### src/rtl/mips_pkg.sv
// Shared MIPS pipeline definitions: load/store size codes, exception codes
// and the LSU memory-port state encoding.
package mips_pkg;

  typedef enum logic [1:0] {
    LS_NONE = 2'b00,
    LS_WORD = 2'b01,
    LS_HALF = 2'b10,
    LS_BYTE = 2'b11
  } ls_size_e;

  localparam logic [3:0] EXC_NONE = 4'd0;
  localparam logic [3:0] EXC_ADEL = 4'd4;
  localparam logic [3:0] EXC_ADES = 4'd5;

  typedef enum logic [1:0] {
    ST_IDLE = 2'd0,
    ST_BUSY = 2'd1,
    ST_RESP = 2'd2,
    ST_EXC  = 2'd3
  } lsu_state_e;

endpackage

### src/rtl/lsu_lane_format.sv
// Combinational lane logic: alignment check and byte-enable/store-lane
// generation for an incoming access, plus lane extract/extend for a load.
module lsu_lane_format
  import mips_pkg::*;
(
  input  ls_size_e    req_size,
  input  logic [1:0]  req_off,
  input  logic [31:0] req_wdata,
  output logic        misaligned,
  output logic [3:0]  be,
  output logic [31:0] wdata_lanes,
  input  ls_size_e    rsp_size,
  input  logic [1:0]  rsp_off,
  input  logic        rsp_unsigned,
  input  logic [31:0] rsp_word,
  output logic [31:0] load_data
);

  logic [7:0]  ld_byte;
  logic [15:0] ld_half;

  always_comb begin
    misaligned  = 1'b0;
    be          = '0;
    wdata_lanes = '0;
    case (req_size)
      LS_WORD: begin
        misaligned  = (req_off != 2'b00);
        be          = 4'b1111;
        wdata_lanes = req_wdata;
      end
      LS_HALF: begin
        misaligned  = req_off[0];
        be          = req_off[1] ? 4'b1100 : 4'b0011;
        wdata_lanes = {2{req_wdata[15:0]}};
      end
      LS_BYTE: begin
        be          = 4'b0001 << req_off;
        wdata_lanes = {4{req_wdata[7:0]}};
      end
      default: ;
    endcase
  end

  always_comb begin
    ld_byte   = rsp_word[{rsp_off, 3'b000} +: 8];
    ld_half   = rsp_off[1] ? rsp_word[31:16] : rsp_word[15:0];
    load_data = rsp_word;
    case (rsp_size)
      LS_BYTE: load_data = rsp_unsigned ? {24'b0, ld_byte} : {{24{ld_byte[7]}}, ld_byte};
      LS_HALF: load_data = rsp_unsigned ? {16'b0, ld_half} : {{16{ld_half[15]}}, ld_half};
      default: ;
    endcase
  end

endmodule

### src/rtl/lsu_mem_port.sv
// MEM-stage load/store port: accepts one access, runs a req/ack handshake
// with the data memory, and returns extended load data or an address error.
module lsu_mem_port
  import mips_pkg::*;
#(
  parameter int unsigned ADDR_W = 32
) (
  input  logic              clk,
  input  logic              rst,
  input  logic              req_valid,
  input  logic [1:0]        ls_bit,
  input  logic              mem_write,
  input  logic              load_unsigned,
  input  logic [ADDR_W-1:0] addr,
  input  logic [31:0]       wdata,
  output logic              stall,
  output logic              done,
  output logic [31:0]       rdata,
  output logic              rdata_valid,
  output logic              exc_valid,
  output logic [3:0]        exc_code,
  output logic              dm_req,
  output logic              dm_we,
  output logic [3:0]        dm_be,
  output logic [ADDR_W-1:0] dm_addr,
  output logic [31:0]       dm_wdata,
  input  logic [31:0]       dm_rdata,
  input  logic              dm_ack
);

  lsu_state_e        state, state_nxt;
  logic              accept;
  logic              misaligned;
  logic [3:0]        be_fmt;
  logic [31:0]       wdata_fmt;
  logic [31:0]       load_data;

  ls_size_e          size_q;
  logic [1:0]        off_q;
  logic              we_q;
  logic              uns_q;
  logic [ADDR_W-1:0] word_addr_q;
  logic [3:0]        be_q;
  logic [31:0]       wdata_q;
  logic [31:0]       rdata_q;

  assign accept = (state == ST_IDLE) && req_valid && (ls_bit != LS_NONE);

  // Store lanes and enables are formatted from the live inputs at accept and
  // latched, so the memory side never sees upstream changes while BUSY.
  lsu_lane_format u_lane_format (
    .req_size     (ls_size_e'(ls_bit)),
    .req_off      (addr[1:0]),
    .req_wdata    (wdata),
    .misaligned   (misaligned),
    .be           (be_fmt),
    .wdata_lanes  (wdata_fmt),
    .rsp_size     (size_q),
    .rsp_off      (off_q),
    .rsp_unsigned (uns_q),
    .rsp_word     (dm_rdata),
    .load_data    (load_data)
  );

  always_ff @(posedge clk or posedge rst) begin
    if (rst) state <= ST_IDLE;
    else     state <= state_nxt;
  end

  always_comb begin
    state_nxt = state;
    case (state)
      ST_IDLE: if (accept) state_nxt = misaligned ? ST_EXC : ST_BUSY;
      ST_BUSY: if (dm_ack) state_nxt = ST_RESP;
      ST_RESP: state_nxt = ST_IDLE;
      ST_EXC:  state_nxt = ST_IDLE;
      default: state_nxt = ST_IDLE;
    endcase
  end

  always_ff @(posedge clk or posedge rst) begin
    if (rst) begin
      size_q      <= LS_NONE;
      off_q       <= '0;
      we_q        <= 1'b0;
      uns_q       <= 1'b0;
      word_addr_q <= '0;
      be_q        <= '0;
      wdata_q     <= '0;
      rdata_q     <= '0;
    end else begin
      if (accept) begin
        size_q      <= ls_size_e'(ls_bit);
        off_q       <= addr[1:0];
        we_q        <= mem_write;
        uns_q       <= load_unsigned;
        word_addr_q <= {addr[ADDR_W-1:2], 2'b00};
        be_q        <= be_fmt;
        wdata_q     <= wdata_fmt;
      end
      if (state == ST_BUSY && dm_ack && !we_q) rdata_q <= load_data;
    end
  end

  always_comb begin
    stall       = (state == ST_BUSY) || accept;
    done        = (state == ST_RESP);
    rdata_valid = done && !we_q;
    exc_valid   = (state == ST_EXC);
    exc_code    = exc_valid ? (we_q ? EXC_ADES : EXC_ADEL) : EXC_NONE;
    dm_req      = (state == ST_BUSY);
    dm_we       = dm_req && we_q;
    dm_be       = dm_req ? be_q : '0;
    dm_addr     = dm_req ? word_addr_q : '0;
    dm_wdata    = dm_req ? wdata_q : '0;
  end

  assign rdata = rdata_q;

endmodule

### config.mk
export PLATFORM = sky130hd
export DESIGN_NAME = lsu_mem_port
export DESIGN_NICKNAME = d
export VERILOG_FILES = /design/src/rtl/mips_pkg.sv /design/src/rtl/lsu_lane_format.sv /design/src/rtl/lsu_mem_port.sv
export SDC_FILE = /design/constraint.sdc
export NUM_CORES = 1
export LEC_CHECK = 0
export ABC_AREA = 1
export CORE_MARGIN = 2
export CORE_UTILIZATION = 45
export DETAILED_ROUTE_END_ITERATION = 7
export PLACE_DENSITY = 0.81
export SLEW_MARGIN = 0
export SYNTH_ARGS = -nofsm -noshare
export SYNTH_HDL_FRONTEND = slang
export SYNTH_SLANG_ARGS = --single-unit
### constraint.sdc
create_clock -name clk -period 5.37 [get_ports clk]
set_input_delay 1.3425 -clock clk [delete_from_list [all_inputs] [get_ports clk]]
set_output_delay 1.3425 -clock clk [all_outputs]
set_load 0.01 [all_outputs]
==> results.py <==
metrics = {
    "die": {
        "initial_core_util_pct": 46.0,
        "ioPinCount": 214,
        "rows": 41,
        "die_w_um": 118,
        "core_um2": 12600,
        "die-area_um2": 13800,
        "die_h_um": 118,
    },
    "timing": {
        "setup_viol": 0,
        "worst_pin_slew_ns": 1.16,
        "slew_violations": 0,
        "finClkSkew_ns": 0.00830,
        "period_minus_slack_ns": 4.62,
        "fin_tns_setup_ns": 0,
        "max_freq_mhz": 216,
        "maxSlewHeadroom_pct": 23.0,
        "rsz0062_at_grt": "no",
        "period_share_pct": 86.0,
        "hold_violations": 0,
    },
    "min_path": {
        "hold_start": "rdata[9]",
        "hold_depth": 2,
        "holdCritPathClass": "reg -> reg",
        "hold_end": "rdata[9]",
    },
    "route": {
        "ant_nets": 0,
        "wirelength_um": 17200,
        "routed_via_density": 4.97,
        "dr.pass1.iters": 5,
        "drc": 0,
        "vias": 5784,
        "wl_per_cell_um": 14.7,
        "drt_first_iter_violations": 420,
    },
    "clock_tree": {
        "cts_tree": "yes",
        "ctsResizeCount": 0,
        "clock_latency_ns": 0.35,
        "clockBufferDepth": 2,
        "cts_made_buffers": 9,
        "cts_setup_buffers": 0,
        "clk_pin_slew_worst_paths_ns": 0.07,
        "htreeDepth": 3,
        "cts.sinks": 106,
        "cts-root-buf": "clkbuf_16",
        "cts_hold_buf": 0,
    },
    "critical_path": {
        "cp_data_arrival_time_ns": 3.28,
        "path_class": "in -> out",
        "critPathCaptureType": "output pin",
        "rr_worst_depth": 7,
        "crit_required_ns": 4.03,
        "rrSetupSlack_ns": 3.13,
        "r2r_start": "state[0]",
        "startpoint_type": "input port",
        "cp_max_fo": 13,
        "r2r_end": "rdata[7]",
    },
    "synth": {
        "synth-seq-area-share_pct": 45.7,
        "ys_ff_latch": 106,
        "avgSynthCellArea_um2": 7.18,
        "synth_cells": 809,
        "ys_warn_count": 0,
        "ys_types": 29,
        "synth_area_um2": 5810,
    },
    "finish": {
        "drive_above_1_share_pct": 4.54,
        "area_growth_pct": 41.0,
        "final_core_util_pct": 64.9,
        "insertedDiodeCount": 0,
        "fillerInstances": 1166,
        "nNetsFinal": 1096,
    },
    "pwr": {
        "power_frac_clock_pct": 15.9,
        "seqPwrFrac_pct": 34.8,
        "peakVddDrop_uv": 252,
        "switching_share_pct": 39.0,
        "power_switching_w": 0.00155,
        "p_int_w": 0.00242,
        "power-per-cell-area_nw_per_um2": 484,
        "combPwrFrac_pct": 49.3,
        "p_leak_nw": 3.88,
    },
    "status": {
        "status": "completed",
    },
    "grt": {
        "grt_pass1_wl_um": 27400,
        "antenna_found_initial": 0,
        "track_usage_pct": 24.6,
        "grt.overflow.total": 0,
        "grt_pass1_vias": 5519,
        "grt_max_degree": 59,
    },
    "placed_design": {
        "io_buffers": 209,
        "hpwlAfterDp_um": 12500,
        "gp_congestion": 0.905,
    },
    "run": {
        "maxCapViolations": 0,
    },
}
==> power groups by stage <==
stage | sequential, W | clock [W] | combinational [W]
6_report | 0.00138 | 0.000630 | 0.00196
5_1_grt | 0.00143 | 0.000668 | 0.00215
4_1_cts | 0.00138 | 0.000639 | 0.00196
3_5_place_dp | 0.00139 | 0 | 0.00195
3_3_place_gp | 0.00138 | 0 | 0.00191
2_1_floorplan | 0.00138 | 0 | 0.00111
==> cells by family (layout without fill, tap and decap cells) <==
logic type	count (synthesis)	in the layout	share of synthesized area, %
AO/OA/AOI/OAI	132	132	12.0
adder cells (fa/ha/maj)	5	5	1.08
buffers and inverters	180	359	13.0
flip-flops	106	106	45.7
other	1	4	0.0646
AND/OR/NAND/NOR	385	385	28.2
==> stage by stage <==
stage	cells	setup WS, ns	hold slack [ns]	total power [W]	instance area (um2)
2_1_floorplan	812	1.24	0.486	0.00248	5820
4_1_cts	1163	0.743	0.485	0.00398	8190
3_3_place_gp	1148	0.805	0.464	0.00330	7910
3_5_place_dp	1148	0.752	0.467	0.00334	7910
6_report	1163	0.751	0.484	0.00397	8190
5_1_grt	1163	0.597	0.504	0.00425	8190
==> critical path, stage by stage <==
cell             delay, ns
clkdlybuf4s50_1       0.53
inv_1                 0.10
ha_1                  0.20
nor2_1                0.12
nand3_2               0.23
nand2_1               0.13
clkdlybuf4s50_1       0.61
==> synthesized netlist by cell type (all sizes together) <==
cell type  count  area, um2
clkbuf        24       90.1
nand2        199        767
o211ai         4       30.0
dfrtp        106       2650
o21bai         1       7.51
buf           25        174
ha             5       62.6
nand4          1       6.26
nand3         49        260
o21ai         76        380
o22ai         16        100
conb           1       3.75
a21oi         35        179
or2           23        144
nor2         112        454
nor3           1       5.00
inv          131        492
==> cells in the final DEF, fill, tap and decap left out, drive strengths merged, types with 11 or more instances in the layout <==
| cell | instances |
|---|---|
| clkdlybuf4s50 | 209 |
| nand2 | 199 |
| inv | 132 |
| nor2 | 112 |
| dfrtp | 106 |
| o21ai | 76 |
| nand3 | 49 |
| a21oi | 35 |
| or2 | 23 |
| o22ai | 16 |
| clkbuf | 11 |
==> final cells by class <==
cell class / instances / area (um2) / area share, %
sequential: 106 / 2650 / 32.4
timing repair buffer: 213 / 2130 / 26.1
clock buffer: 11 / 253 / 3.09
tap: 172 / 215 / 2.63
clock inverter: 4 / 26.3 / 0.321
multi-input combinational: 526 / 2410 / 29.5
inverter: 131 / 494 / 6.04
==> worst max path at each step <==
| stage | startpoint | to | slack [ns] | depth (start not counted) |
|---|---|---|---|---|
| global placement | ls_bit[0] | stall | 0.80 | 7 |
| finish | ls_bit[0] | stall | 0.75 | 7 |
| floorplan | rst | be_q[0] | 1.24 | 1 |
| CTS | ls_bit[0] | stall | 0.74 | 7 |
| detailed placement | ls_bit[0] | stall | 0.75 | 7 |
| global route | ls_bit[0] | stall | 0.60 | 7 |
==> state kept, by name, summed over array words and instances, names as in the netlist <==
name	flops
word_addr_q	30
size_q	2
we_q	1
uns_q	1
be_q	4
rdata	32
off_q	2
wdata_q	32
state	2
==> routing by layer <==
layer | share of wire (%) | vias to the layer above | GRT usage, %
li1 | - | 2828 | -
met1 | 42 | 2687 | 31.1
met2 | 47 | 243 | 39.9
met3 | 9.2 | 26 | 7.36
met4 | 2.4 | 0 | 9.19
met5 | 0 | - | 0
(Power assumes the default switching activity.)
